===== config.mk =====
export PLATFORM = sky130hd
export DESIGN_NAME = mac_array_sequencer_flat
export DESIGN_NICKNAME = d
export VERILOG_FILES = /design/src/rtl/mac_array_sequencer_if.sv /design/src/rtl/mac_array_sequencer.sv /design/src/flat_wrapper.sv
export SDC_FILE = /design/constraint.sdc
export NUM_CORES = 1
export LEC_CHECK = 0
export BUFFER_PORTS_ARGS = -buffer_cell sky130_fd_sc_hd__buf_4
export CAP_MARGIN = 20
export CELL_PAD_IN_SITES_DETAIL_PLACEMENT = 2
export CELL_PAD_IN_SITES_GLOBAL_PLACEMENT = 2
export CORE_AREA = 3 3 123 125
export CTS_CLUSTER_SIZE = 8
export DETAILED_ROUTE_END_ITERATION = 8
export DIE_AREA = 0 0 126 128
export PLACE_DENSITY = 0.85
export SYNTH_ARGS = -nofsm -noshare
export SYNTH_HDL_FRONTEND = slang
export SYNTH_SLANG_ARGS = --single-unit

===== constraint.sdc =====
create_clock -name clk -period 2.5 [get_ports clk]
set_input_delay 0.25 -clock clk [delete_from_list [all_inputs] [get_ports clk]]
set_output_delay 0.25 -clock clk [all_outputs]
set_load 0.01 [all_outputs]

===== src/rtl/mac_array_sequencer_if.sv =====
// rtl/mac_array_sequencer_if.sv - command handshake bus between the register block and the MAC array sequencer
interface mac_array_sequencer_if #(
  parameter int BRAM_ADDRESS_WIDTH = 12,
  parameter int CNT_WIDTH          = 16
);
  logic                          cmd_valid;
  logic                          cmd_ready;
  logic [31:0]                   cmd_opcode;
  logic [4:0]                    cmd_kernel_size;
  logic [BRAM_ADDRESS_WIDTH-1:0] cmd_weight_base;
  logic [CNT_WIDTH-1:0]          cmd_beats;

  modport master (
    output cmd_valid, cmd_opcode, cmd_kernel_size, cmd_weight_base, cmd_beats,
    input  cmd_ready
  );

  modport slave (
    input  cmd_valid, cmd_opcode, cmd_kernel_size, cmd_weight_base, cmd_beats,
    output cmd_ready
  );
endinterface


===== src/rtl/mac_array_sequencer.sv =====
// rtl/mac_array_sequencer.sv - command FSM sequencing weight load and ifmap streaming for one MAC array (optional stall counter: MAC_ARRAY_SEQ_PERF_CNT_EN)
module mac_array_sequencer #(
  parameter int BRAM_ADDRESS_WIDTH = 12,
  parameter int KMAX               = 5,
  parameter int CNT_WIDTH          = 16,
  parameter int PIPE_LAT           = 2
) (
  input  logic                          clk,
  input  logic                          rst_n,
  mac_array_sequencer_if.slave          cmd,
  output logic [BRAM_ADDRESS_WIDTH-1:0] weight_addr,
  output logic                          weight_rd_en,
  output logic                          load_weight_preload,
  output logic                          load_mac_weight,
  output logic [4:0]                    kernel_size,
  input  logic                          ifmaps_fifo_empty,
  output logic                          ifmaps_rd_en,
  output logic                          load_ifmaps,
  input  logic                          psum_ready,
  output logic                          psum_valid,
  output logic                          done_pulse,
  output logic [31:0]                   status
);

  localparam logic [31:0] OP_LOAD_WEIGHT = 32'd86;
  localparam logic [31:0] OP_COMPUTE     = 32'd87;

  typedef enum logic [2:0] {IDLE, W_READ, W_LAST, W_COMMIT, C_RUN, C_DRAIN} state_t;

  state_t               state;
  logic [4:0]           lat_k;
  logic [4:0]           w_idx;
  logic [CNT_WIDTH-1:0] lat_beats;
  logic [CNT_WIDTH-1:0] beat_cnt;
  logic                 weights_loaded;
  logic                 compute_done;
  logic                 err_kernel;
  logic                 err_no_weight;
  logic                 err_opcode;
  logic                 fifo_starved;
  logic [PIPE_LAT-1:0]  valid_sr;
  logic [PIPE_LAT-1:0]  pipe_next;
  logic                 accept;
  logic                 issue;
  logic                 k_legal;
  logic                 busy;
  logic [15:0]          status_hi;

  assign cmd.cmd_ready = (state == IDLE);
  assign accept        = cmd.cmd_valid & cmd.cmd_ready;
  assign k_legal       = (cmd.cmd_kernel_size != 5'd0) && (cmd.cmd_kernel_size <= 5'(KMAX));
  assign busy          = (state != IDLE);

  // A beat is consumed only when data is present, downstream can take it, and beats remain.
  assign issue        = (state == C_RUN) & ~ifmaps_fifo_empty & psum_ready & (beat_cnt < lat_beats);
  assign ifmaps_rd_en = issue;
  assign load_ifmaps  = issue;

  // Contents of the in-flight tracker after the coming edge; drain ends when this is empty.
  assign pipe_next  = (valid_sr << 1) | PIPE_LAT'(issue);
  assign psum_valid = valid_sr[PIPE_LAT-1];

  // Fixed-latency tracker: each issued beat emerges as psum_valid PIPE_LAT cycles later.
  always_ff @(posedge clk or negedge rst_n) begin
    if (!rst_n) begin
      valid_sr <= '0;
    end else begin
      valid_sr <= pipe_next;
    end
  end

  // Command FSM with registered strobes, latched command fields and sticky status flags.
  always_ff @(posedge clk or negedge rst_n) begin
    if (!rst_n) begin
      state               <= IDLE;
      weight_addr         <= '0;
      weight_rd_en        <= 1'b0;
      load_weight_preload <= 1'b0;
      load_mac_weight     <= 1'b0;
      kernel_size         <= 5'd0;
      done_pulse          <= 1'b0;
      lat_k               <= 5'd0;
      w_idx               <= 5'd0;
      lat_beats           <= '0;
      beat_cnt            <= '0;
      weights_loaded      <= 1'b0;
      compute_done        <= 1'b0;
      err_kernel          <= 1'b0;
      err_no_weight       <= 1'b0;
      err_opcode          <= 1'b0;
      fifo_starved        <= 1'b0;
    end else begin
      done_pulse          <= 1'b0;
      load_mac_weight     <= 1'b0;
      load_weight_preload <= weight_rd_en;
      if (issue) begin
        beat_cnt <= beat_cnt + CNT_WIDTH'(1);
      end
      if ((state == C_RUN) && ifmaps_fifo_empty) begin
        fifo_starved <= 1'b1;
      end
      case (state)
        IDLE: begin
          if (accept) begin
            compute_done  <= 1'b0;
            err_kernel    <= 1'b0;
            err_no_weight <= 1'b0;
            err_opcode    <= 1'b0;
            fifo_starved  <= 1'b0;
            lat_k         <= cmd.cmd_kernel_size;
            lat_beats     <= cmd.cmd_beats;
            if (cmd.cmd_opcode == OP_LOAD_WEIGHT) begin
              if (k_legal) begin
                state        <= W_READ;
                weight_rd_en <= 1'b1;
                weight_addr  <= cmd.cmd_weight_base;
                w_idx        <= 5'd0;
              end else begin
                err_kernel <= 1'b1;
                done_pulse <= 1'b1;
              end
            end else if (cmd.cmd_opcode == OP_COMPUTE) begin
              beat_cnt <= '0;
              if (!weights_loaded) begin
                err_no_weight <= 1'b1;
                done_pulse    <= 1'b1;
              end else if (cmd.cmd_beats == '0) begin
                state <= C_DRAIN;
              end else begin
                state <= C_RUN;
              end
            end else begin
              err_opcode <= 1'b1;
              done_pulse <= 1'b1;
            end
          end
        end
        W_READ: begin
          if (w_idx == (lat_k - 5'd1)) begin
            weight_rd_en <= 1'b0;
            state        <= W_LAST;
          end else begin
            weight_addr <= weight_addr + BRAM_ADDRESS_WIDTH'(1);
            w_idx       <= w_idx + 5'd1;
          end
        end
        W_LAST: begin
          state           <= W_COMMIT;
          load_mac_weight <= 1'b1;
          done_pulse      <= 1'b1;
          kernel_size     <= lat_k;
          weights_loaded  <= 1'b1;
        end
        W_COMMIT: begin
          state <= IDLE;
        end
        C_RUN: begin
          if (beat_cnt == lat_beats) begin
            state <= C_DRAIN;
          end
        end
        C_DRAIN: begin
          if (pipe_next == '0) begin
            state        <= IDLE;
            done_pulse   <= 1'b1;
            compute_done <= 1'b1;
          end
        end
        default: begin
          state <= IDLE;
        end
      endcase
    end
  end

`ifdef MAC_ARRAY_SEQ_PERF_CNT_EN
  logic [15:0] stall_cnt;

  // Saturating count of run cycles that wanted a beat but could not issue one.
  always_ff @(posedge clk or negedge rst_n) begin
    if (!rst_n) begin
      stall_cnt <= 16'd0;
    end else if (accept) begin
      stall_cnt <= 16'd0;
    end else if ((state == C_RUN) && (beat_cnt < lat_beats) && !issue && (stall_cnt != 16'hFFFF)) begin
      stall_cnt <= stall_cnt + 16'd1;
    end
  end

  assign status_hi = stall_cnt;
`else
  assign status_hi = 16'(beat_cnt);
`endif

  assign status = {status_hi, 9'd0, fifo_starved, err_opcode, err_no_weight,
                   err_kernel, compute_done, weights_loaded, busy};

endmodule


===== src/flat_wrapper.sv =====
// flat-port wrapper written by rule: the top's interface ports become plain ports
module mac_array_sequencer_flat 
#(
  parameter int BRAM_ADDRESS_WIDTH = 12,
  parameter int KMAX               = 5,
  parameter int CNT_WIDTH          = 16,
  parameter int PIPE_LAT           = 2
)
  (clk, rst_n, weight_addr, weight_rd_en, load_weight_preload, load_mac_weight, kernel_size, ifmaps_fifo_empty, ifmaps_rd_en, load_ifmaps, psum_ready, psum_valid, done_pulse, status, cmd_cmd_valid, cmd_cmd_opcode, cmd_cmd_kernel_size, cmd_cmd_weight_base, cmd_cmd_beats, cmd_cmd_ready);
  mac_array_sequencer_if #(.BRAM_ADDRESS_WIDTH(BRAM_ADDRESS_WIDTH), .CNT_WIDTH(CNT_WIDTH)) cmd_i ();
  input  logic clk;
  input  logic rst_n;
  output logic [BRAM_ADDRESS_WIDTH-1:0] weight_addr;
  output logic weight_rd_en;
  output logic load_weight_preload;
  output logic load_mac_weight;
  output logic [4:0] kernel_size;
  input  logic ifmaps_fifo_empty;
  output logic ifmaps_rd_en;
  output logic load_ifmaps;
  input  logic psum_ready;
  output logic psum_valid;
  output logic done_pulse;
  output logic [31:0] status;
  input wire logic [$bits(cmd_i.cmd_valid)-1:0] cmd_cmd_valid;
  input wire logic [$bits(cmd_i.cmd_opcode)-1:0] cmd_cmd_opcode;
  input wire logic [$bits(cmd_i.cmd_kernel_size)-1:0] cmd_cmd_kernel_size;
  input wire logic [$bits(cmd_i.cmd_weight_base)-1:0] cmd_cmd_weight_base;
  input wire logic [$bits(cmd_i.cmd_beats)-1:0] cmd_cmd_beats;
  output wire logic [$bits(cmd_i.cmd_ready)-1:0] cmd_cmd_ready;
  assign cmd_i.cmd_valid = cmd_cmd_valid;
  assign cmd_i.cmd_opcode = cmd_cmd_opcode;
  assign cmd_i.cmd_kernel_size = cmd_cmd_kernel_size;
  assign cmd_i.cmd_weight_base = cmd_cmd_weight_base;
  assign cmd_i.cmd_beats = cmd_cmd_beats;
  assign cmd_cmd_ready = cmd_i.cmd_ready;
  mac_array_sequencer #(.BRAM_ADDRESS_WIDTH(BRAM_ADDRESS_WIDTH), .KMAX(KMAX), .CNT_WIDTH(CNT_WIDTH), .PIPE_LAT(PIPE_LAT)) u_core (.clk(clk), .rst_n(rst_n), .cmd(cmd_i), .weight_addr(weight_addr), .weight_rd_en(weight_rd_en), .load_weight_preload(load_weight_preload), .load_mac_weight(load_mac_weight), .kernel_size(kernel_size), .ifmaps_fifo_empty(ifmaps_fifo_empty), .ifmaps_rd_en(ifmaps_rd_en), .load_ifmaps(load_ifmaps), .psum_ready(psum_ready), .psum_valid(psum_valid), .done_pulse(done_pulse), .status(status));
endmodule

# Word-level counts from Yosys, hierarchy flattened
# Cells that the tools add are included.
# totals
reg_bits	74
latch_bits	0
ramBits	0
rom_bits	0
input_bits	70
output_inout_bits	57
wordCells	111
mem_count	0
# op_classes
n_addsub	4
mul	0
div	0
n_lt_le_gt_ge	2
eq_ne	18
shifts	0
n_mux	49
n_bitwise	6
n_reduce_logical	14
# op_table
op	n
16-bit two-way mux	5
32-bit by 7-bit equality test with 1-bit output (second input constant)	2
12-bit two-way mux	4
3-bit two-way mux	8
12-bit case mux with 2 select lines	1
1-bit two-way mux	22
5-bit two-way mux	4
16-bit by 1-bit adder with 16-bit output (second input constant)	1
16-bit equality test	1
16-bit zero test	1
16-bit < comparator	1
3-bit case mux with 5 select lines	1
12-bit by 1-bit adder with 12-bit output (second input constant)	1
2-bit inequality test (second input constant)	5
5-bit case mux with 2 select lines	1
5-bit AND reduction	2
3-bit inequality test (second input constant)	3
7-bit AND reduction	1
3-bit equality test (second input constant)	2
5-bit by 1-bit adder with 5-bit output (second input constant)	1
5-bit equality test	1
5-bit by 3-bit <= comparator with 1-bit output (second input constant)	1
5-bit nonzero test	1
5-bit by 1-bit subtractor with 5-bit output (second input constant)	1
other kinds (15)	22

# Depth between registers and ports, before layout
# depth
depth_word	9
ltp_mapped	10
ltp_nobuf	8

# Worst setup path before layout
# OpenSTA, ideal clock, no wires.
# synth_timing
kind	flip-flop to output port
startpoint	register u_core.beat_cnt[1]
endpoint	output port load_ifmaps
arrival_ns	2.054
t_required_ns	2.250
slack_ns	0.196
path_stages_with_launch	9
n_path_buf	2
path_cell_list	dfrtp_1 -> ha_1 -> nor2b_1 -> o211ai_2 -> a21oi_1 -> o311a_1 -> buf_2 -> nor2_1 -> buf_4
# synth_between
elab_chain_cells	2
# synth_lines
item	line	source
from (decl)	mac_array_sequencer.sv:34	logic [CNT_WIDTH-1:0] beat_cnt;
from (signal assigned)	mac_array_sequencer.sv:97	beat_cnt <= beat_cnt + CNT_WIDTH'(1);
16-bit < comparator	mac_array_sequencer.sv:55	assign issue = (state == C_RUN) & ~ifmaps_fifo_empty & psum_ready & (beat_cnt < lat_beats);
1-bit bitwise AND	mac_array_sequencer.sv:55	
to (decl)	flat_wrapper.sv:20	output logic load_ifmaps;
# Every way passes these cells.

# Final worst setup path
# layout_timing
startpoint	register u_core.lat_beats[1]
endpoint	register u_core.beat_cnt[11]
# layout_between
elab_chain_cells	7
# layout_lines
item	line	source
from (decl)	mac_array_sequencer.sv:33	logic [CNT_WIDTH-1:0] lat_beats;
from (signal assigned)	mac_array_sequencer.sv:111	lat_beats <= cmd.cmd_beats;
16-bit < comparator (*)	mac_array_sequencer.sv:55	
1-bit bitwise AND (*)	mac_array_sequencer.sv:55	
16-bit two-way mux (*)	mac_array_sequencer.sv:96	if (issue) begin
16-bit two-way mux	mac_array_sequencer.sv:122	end else if (cmd.cmd_opcode == OP_COMPUTE) begin
16-bit two-way mux	mac_array_sequencer.sv:112	if (cmd.cmd_opcode == OP_LOAD_WEIGHT) begin
16-bit two-way mux	mac_array_sequencer.sv:104	if (accept) begin
16-bit two-way mux (*)	mac_array_sequencer.sv:102	case (state)
# Every way passes the cells marked *; elsewhere a longest branch is shown, timed or not.
# A chain may end at the register's enable or synchronous reset.

==> summary by stage <==
CTS
The later pin in the worst-skew pair is clocked with a latency of 350 ps. Clock tree synthesis found a total of 74 sinks. TritonCTS built the clock tree. The root buffer cell chosen for the clock tree is sky130_fd_sc_hd__clkbuf_16. Buffers inserted during clock tree synthesis total 9.

The maximum level of the CTS H-tree is 3. After clock tree synthesis, the clock-pin slew on the worst setup and hold paths is 60 ps. The largest buffer count on any clock path is 2.

Placement
OpenSTA, run right after detailed placement, puts the worst setup slack at -95.0 ps. The placer's final routability congestion estimate is 0.799. The wire-length estimate of the detail-placed layout is 11.7 mm. Input and output buffers added on the ports amount to 117.

Yosys
The fraction of the mapped netlist area in simple logic gates is 0.243. The dominant synthesized flop cell is sky130_fd_sc_hd__dfrtp_1. The number of enable-type register cells in the synthesized netlist is 0. The number of warnings issued by yosys is 0.

Of the total synthesized cell area, the portion taken by full adders, half adders and majority gates is 0.0573. The register bit total from synthesis is 74. A synthesized cell averages 9.39 µm². The area of the mapped netlist is 4370 µm². After synthesis, the cell types taking the most area are sky130_fd_sc_hd__dfrtp_1 (42%), sky130_fd_sc_hd__ha_1 (5.7%), sky130_fd_sc_hd__nand2_1 (5.5%).

The main combinational cell family by area after synthesis is simple AND/OR/NAND/NOR gates. The portion of synthesized cell area occupied by the leading cell type is 0.424. The synthesized-area fraction occupied by ao, oa, aoi and oai cells was 0.174. sky130_fd_sc_hd__dfrtp_1 takes more of the synthesized area than any other cell. By count the netlist is led by sky130_fd_sc_hd__dfrtp_1 (74), sky130_fd_sc_hd__nand2_1 (64), sky130_fd_sc_hd__a21oi_1 (31). After technology mapping, the gate count stands at 465. After synthesis, the share of flip-flops with an asynchronous set or reset is 1.00. For this run, the register share of the synthesized area comes to 0.424.

The proportion of synthesized area in mux cells is 0.0201. By instance count, the leading cell after synthesis is sky130_fd_sc_hd__dfrtp_1. The parity-gate share of the synthesized area counting xor and xnor cells is 0.0100. The distinct cell type count of the synthesized netlist is 75.

Die
The overall die height is 128 µm. 127 I/O pins were placed. The number of standard-cell rows in the floorplan is 43.

The die footprint is 16100 µm². The starting utilization of the core area is 0.312. In this run the standard cell core region covers 14000 µm². From left edge to right edge, the die measures 126 µm.

Power and ir drop
The net switching fraction of the power is 0.243. Of the total power, combinational logic draws 0.114. Of the total power, registers draw 0.399. The power density of the placed cells is 529 nW/µm².

IR analysis of the VDD net gives a maximum drop of 312 µV. In this run the power spent charging and discharging nets is 0.769 mW. Of the total power, the clock network draws 0.488. The completed layout was analyzed and its total power is 3.16 mW. The leakage power is 2.84 nW. The internal cell power is 2.39 mW.

Global routing
The via count of the first global-routing pass is 4904. Global routing finished with a remaining overflow of 0. The initial antenna violation count was 0.

The wire length of the first global-routing pass is 28.3 mm. Entering global routing, the biggest net connects 39 pins. The combined global-route utilization of all metal layers is 0.223.

Worst setup path
The top fanout value on the critical path is 11. STA puts the critical path data required time at 2760 ps. STA puts the critical path data arrival time at 2760 ps.

The endpoint identified for the worst register-to-register timing path is u_core.beat_cnt[11]. Setup slack on the worst reg-to-reg path comes out at 3 ps. The worst setup path is captured at a register. The worst setup path is of the reg -> reg kind. The cell count of the worst reg-to-reg path is 9. The worst setup path is launched from a register.

The startpoint identified for the worst register-to-register timing path is u_core.lat_beats[1].

Timing
Setup total negative slack on the finished layout was measured at 0 ps. The clock tree skew after final layout is 5.31 ps. The relative slew slack is 0.461. The hold violation count in the final report is 0. Setup slack on the critical path of the routed design comes to 2.62 ps. The number of max-slew violations in the final report is 0. The final period demand of the worst path is 2500 ps. Setup violations remaining at the end of the flow were counted as 0. At the pin with the least slew margin, the transition time is 801 ps. Based on the critical path, the design can be clocked at up to 400 MHz. The share of the cycle needed by the critical path after routing is 0.999. Setup repair after global routing could not meet its margin everywhere.

Routing
The final route contains 4392 vias. The initial detailed-routing violation count is 226. The wire length reported by the detailed router is 18.4 mm. For this run, design rule violations remaining after detail routing come to 0.

After detailed routing, the number of vias per cell comes to 5.63. In this run the remaining antenna-violating nets after routing total 0. The iteration count of the initial detailed-routing pass is 4. After detailed routing, the average wire length per cell comes to 23.6 µm.

Worst hold path
The path with the worst hold slack has its endpoint at u_core.lat_beats[15]. In this run the most critical hold path is launched from cmd_cmd_beats[15]. Counting instances, the worst hold path has a depth of 3. The min-delay analysis places its worst path in the category in -> reg.

Finish
Relative to the synthesized area, the layout overhead comes to 36.6%. The count of fill cells added during filler insertion is 1495. For this run, the post-layout net count is 686.

The fraction of layout cells with a size suffix above 1 is 0.355. The number of diodes added for antenna fixing is 0.

Outcome
The flow ran to the end, and the final reports show no timing, DRC or antenna violations.

Flow run
The tool flagged a number of max-cap violations equal to 0.
critical path: stages (launching register included):
cell and delay [ps]:
sky130_fd_sc_hd__dfrtp_1 340, sky130_fd_sc_hd__inv_1 70, sky130_fd_sc_hd__ha_1 320, sky130_fd_sc_hd__nor2b_1 160, sky130_fd_sc_hd__o211ai_2 200, sky130_fd_sc_hd__a21oi_2 110, sky130_fd_sc_hd__o311a_4 360, sky130_fd_sc_hd__buf_6 160
sky130_fd_sc_hd__or4_1 510, sky130_fd_sc_hd__a21oi_1 190
placed cells by master (no fill, tap or decap), types with 3 or more instances in the layout:
cell type,Yosys,final
sky130_fd_sc_hd__a21oi_1,31,22
sky130_fd_sc_hd__a21oi_2,0,9
sky130_fd_sc_hd__a2bb2oi_1,3,3
sky130_fd_sc_hd__a31oi_1,3,3
sky130_fd_sc_hd__and2_1,3,3
sky130_fd_sc_hd__and3_1,4,4
sky130_fd_sc_hd__and4_1,3,3
sky130_fd_sc_hd__buf_4,17,144
sky130_fd_sc_hd__bufinv_16,0,3
sky130_fd_sc_hd__clkbuf_16,0,9
sky130_fd_sc_hd__conb_1,1,9
sky130_fd_sc_hd__dfrtp_1,74,73
sky130_fd_sc_hd__ha_1,20,20
sky130_fd_sc_hd__inv_1,22,22
sky130_fd_sc_hd__mux2_2,5,5
sky130_fd_sc_hd__nand2_1,64,63
sky130_fd_sc_hd__nand2_2,2,3
sky130_fd_sc_hd__nand2b_1,3,3
sky130_fd_sc_hd__nand3_1,19,19
sky130_fd_sc_hd__nand4_1,10,10
sky130_fd_sc_hd__nor2_1,15,14
sky130_fd_sc_hd__nor2_4,2,3
sky130_fd_sc_hd__nor2b_1,5,5
sky130_fd_sc_hd__nor3_1,8,8
sky130_fd_sc_hd__nor4_1,5,5
sky130_fd_sc_hd__nor4_2,4,4
sky130_fd_sc_hd__o211a_1,3,3
sky130_fd_sc_hd__o211ai_1,4,4
sky130_fd_sc_hd__o21ai_0,30,28
sky130_fd_sc_hd__o21ai_1,2,3
sky130_fd_sc_hd__o31ai_1,14,14
sky130_fd_sc_hd__or4_1,12,10
sky130_fd_sc_hd__xor2_1,3,3
cell type report:
cell class	instances	area, µm²	share of cell area
Sequential cell	74	1850	0.311
Multi-Input combinational cell	341	2330	0.391
Clock inverter	4	98.8	0.0166
Clock buffer	11	243	0.0407
Inverter	22	82.6	0.0138
Timing Repair Buffer	148	1130	0.190
Tap cell	180	225	0.0377
how the worst max path moves through the flow:
| stage | startpoint | end | slack, ps | cells after the start |
|---|---|---|---|---|
| after CTS | u_core.beat_cnt[1] | u_core.beat_cnt[3] | 2 | 8 |
| after global placement | u_core.beat_cnt[9] | ifmaps_rd_en | 40 | 8 |
| after global routing | u_core.lat_beats[1] | u_core.beat_cnt[11] | -70 | 9 |
| after detailed placement | u_core.beat_cnt[7] | u_core.beat_cnt[3] | -90 | 6 |
| after floorplan | u_core.beat_cnt[1] | load_ifmaps | 200 | 8 |
| final | u_core.lat_beats[1] | u_core.beat_cnt[11] | 3 | 9 |
kinds of logic after synthesis:
group | Yosys count
muxes | 8
and+or+nand+nor | 182
AOI/OAI and AO/OA | 116
xor gates and xnor gates | 5
other | 1
adders and majority gates | 20
DFF | 74
buffers and inverters | 59
what timing repair did:
action,CTS,global route
pin swaps,1,8
endpoints found under the setup margin,18,24
gates resized for setup,7,19
hold buffers,1,0
buffers inserted,3,7
endpoints found under the hold margin,36,0
cloned,1,0
metal layers:
metal  vias up  share of wire  GRT usage  routed length, µm
li1       1953              -          -                  -
met1      2244           0.42      0.282               7710
met2       161           0.50      0.382               9270
met3        34          0.055     0.0492               1010
met4         0          0.022     0.0700                399
met5         -              0          0                  0
registers in the layout (all words and copies together), names as in the netlist:
register / count
u_core.load_mac_weight: 1
u_core.beat_cnt: 16
u_core.done_pulse: 1
u_core.lat_beats: 16
u_core.fifo_starved: 1
u_core.err_opcode: 1
u_core.weights_loaded: 1
u_core.load_weight_preload: 1
u_core.kernel_size: 5
u_core.lat_k: 5
u_core.err_no_weight: 1
u_core.weight_addr: 12
u_core.state: 3
u_core.err_kernel: 1
u_core.w_idx: 5
u_core.weight_rd_en: 1
u_core.compute_done: 1
u_core.valid_sr: 2
through the flow:
stage / std cells / hold WS [ps] / utilization / area (µm²)
6_report: 780 / 123 / 0.427 / 5970
5_1_grt: 780 / 138 / 0.427 / 5970
4_1_cts: 773 / 117 / 0.419 / 5860
3_5_place_dp: 753 / 269 / 0.389 / 5440
3_3_place_gp: 753 / 264 / 0.389 / 5440
2_1_floorplan: 473 / -45.6 / - / 4400
power groups by stage:
| stage | clock (mW) | sequential, mW | combinational, mW |
|---|---|---|---|
| final | 1.54 | 1.26 | 0.359 |
| after global routing | 1.60 | 1.26 | 0.392 |
| after CTS | 1.57 | 1.26 | 0.348 |
| after detailed placement | 0 | 1.28 | 0.329 |
| after global placement | 0 | 1.28 | 0.309 |
| after floorplan | 0 | 1.27 | 0.156 |
No activity file was read; power rests on OpenSTA's default activity.
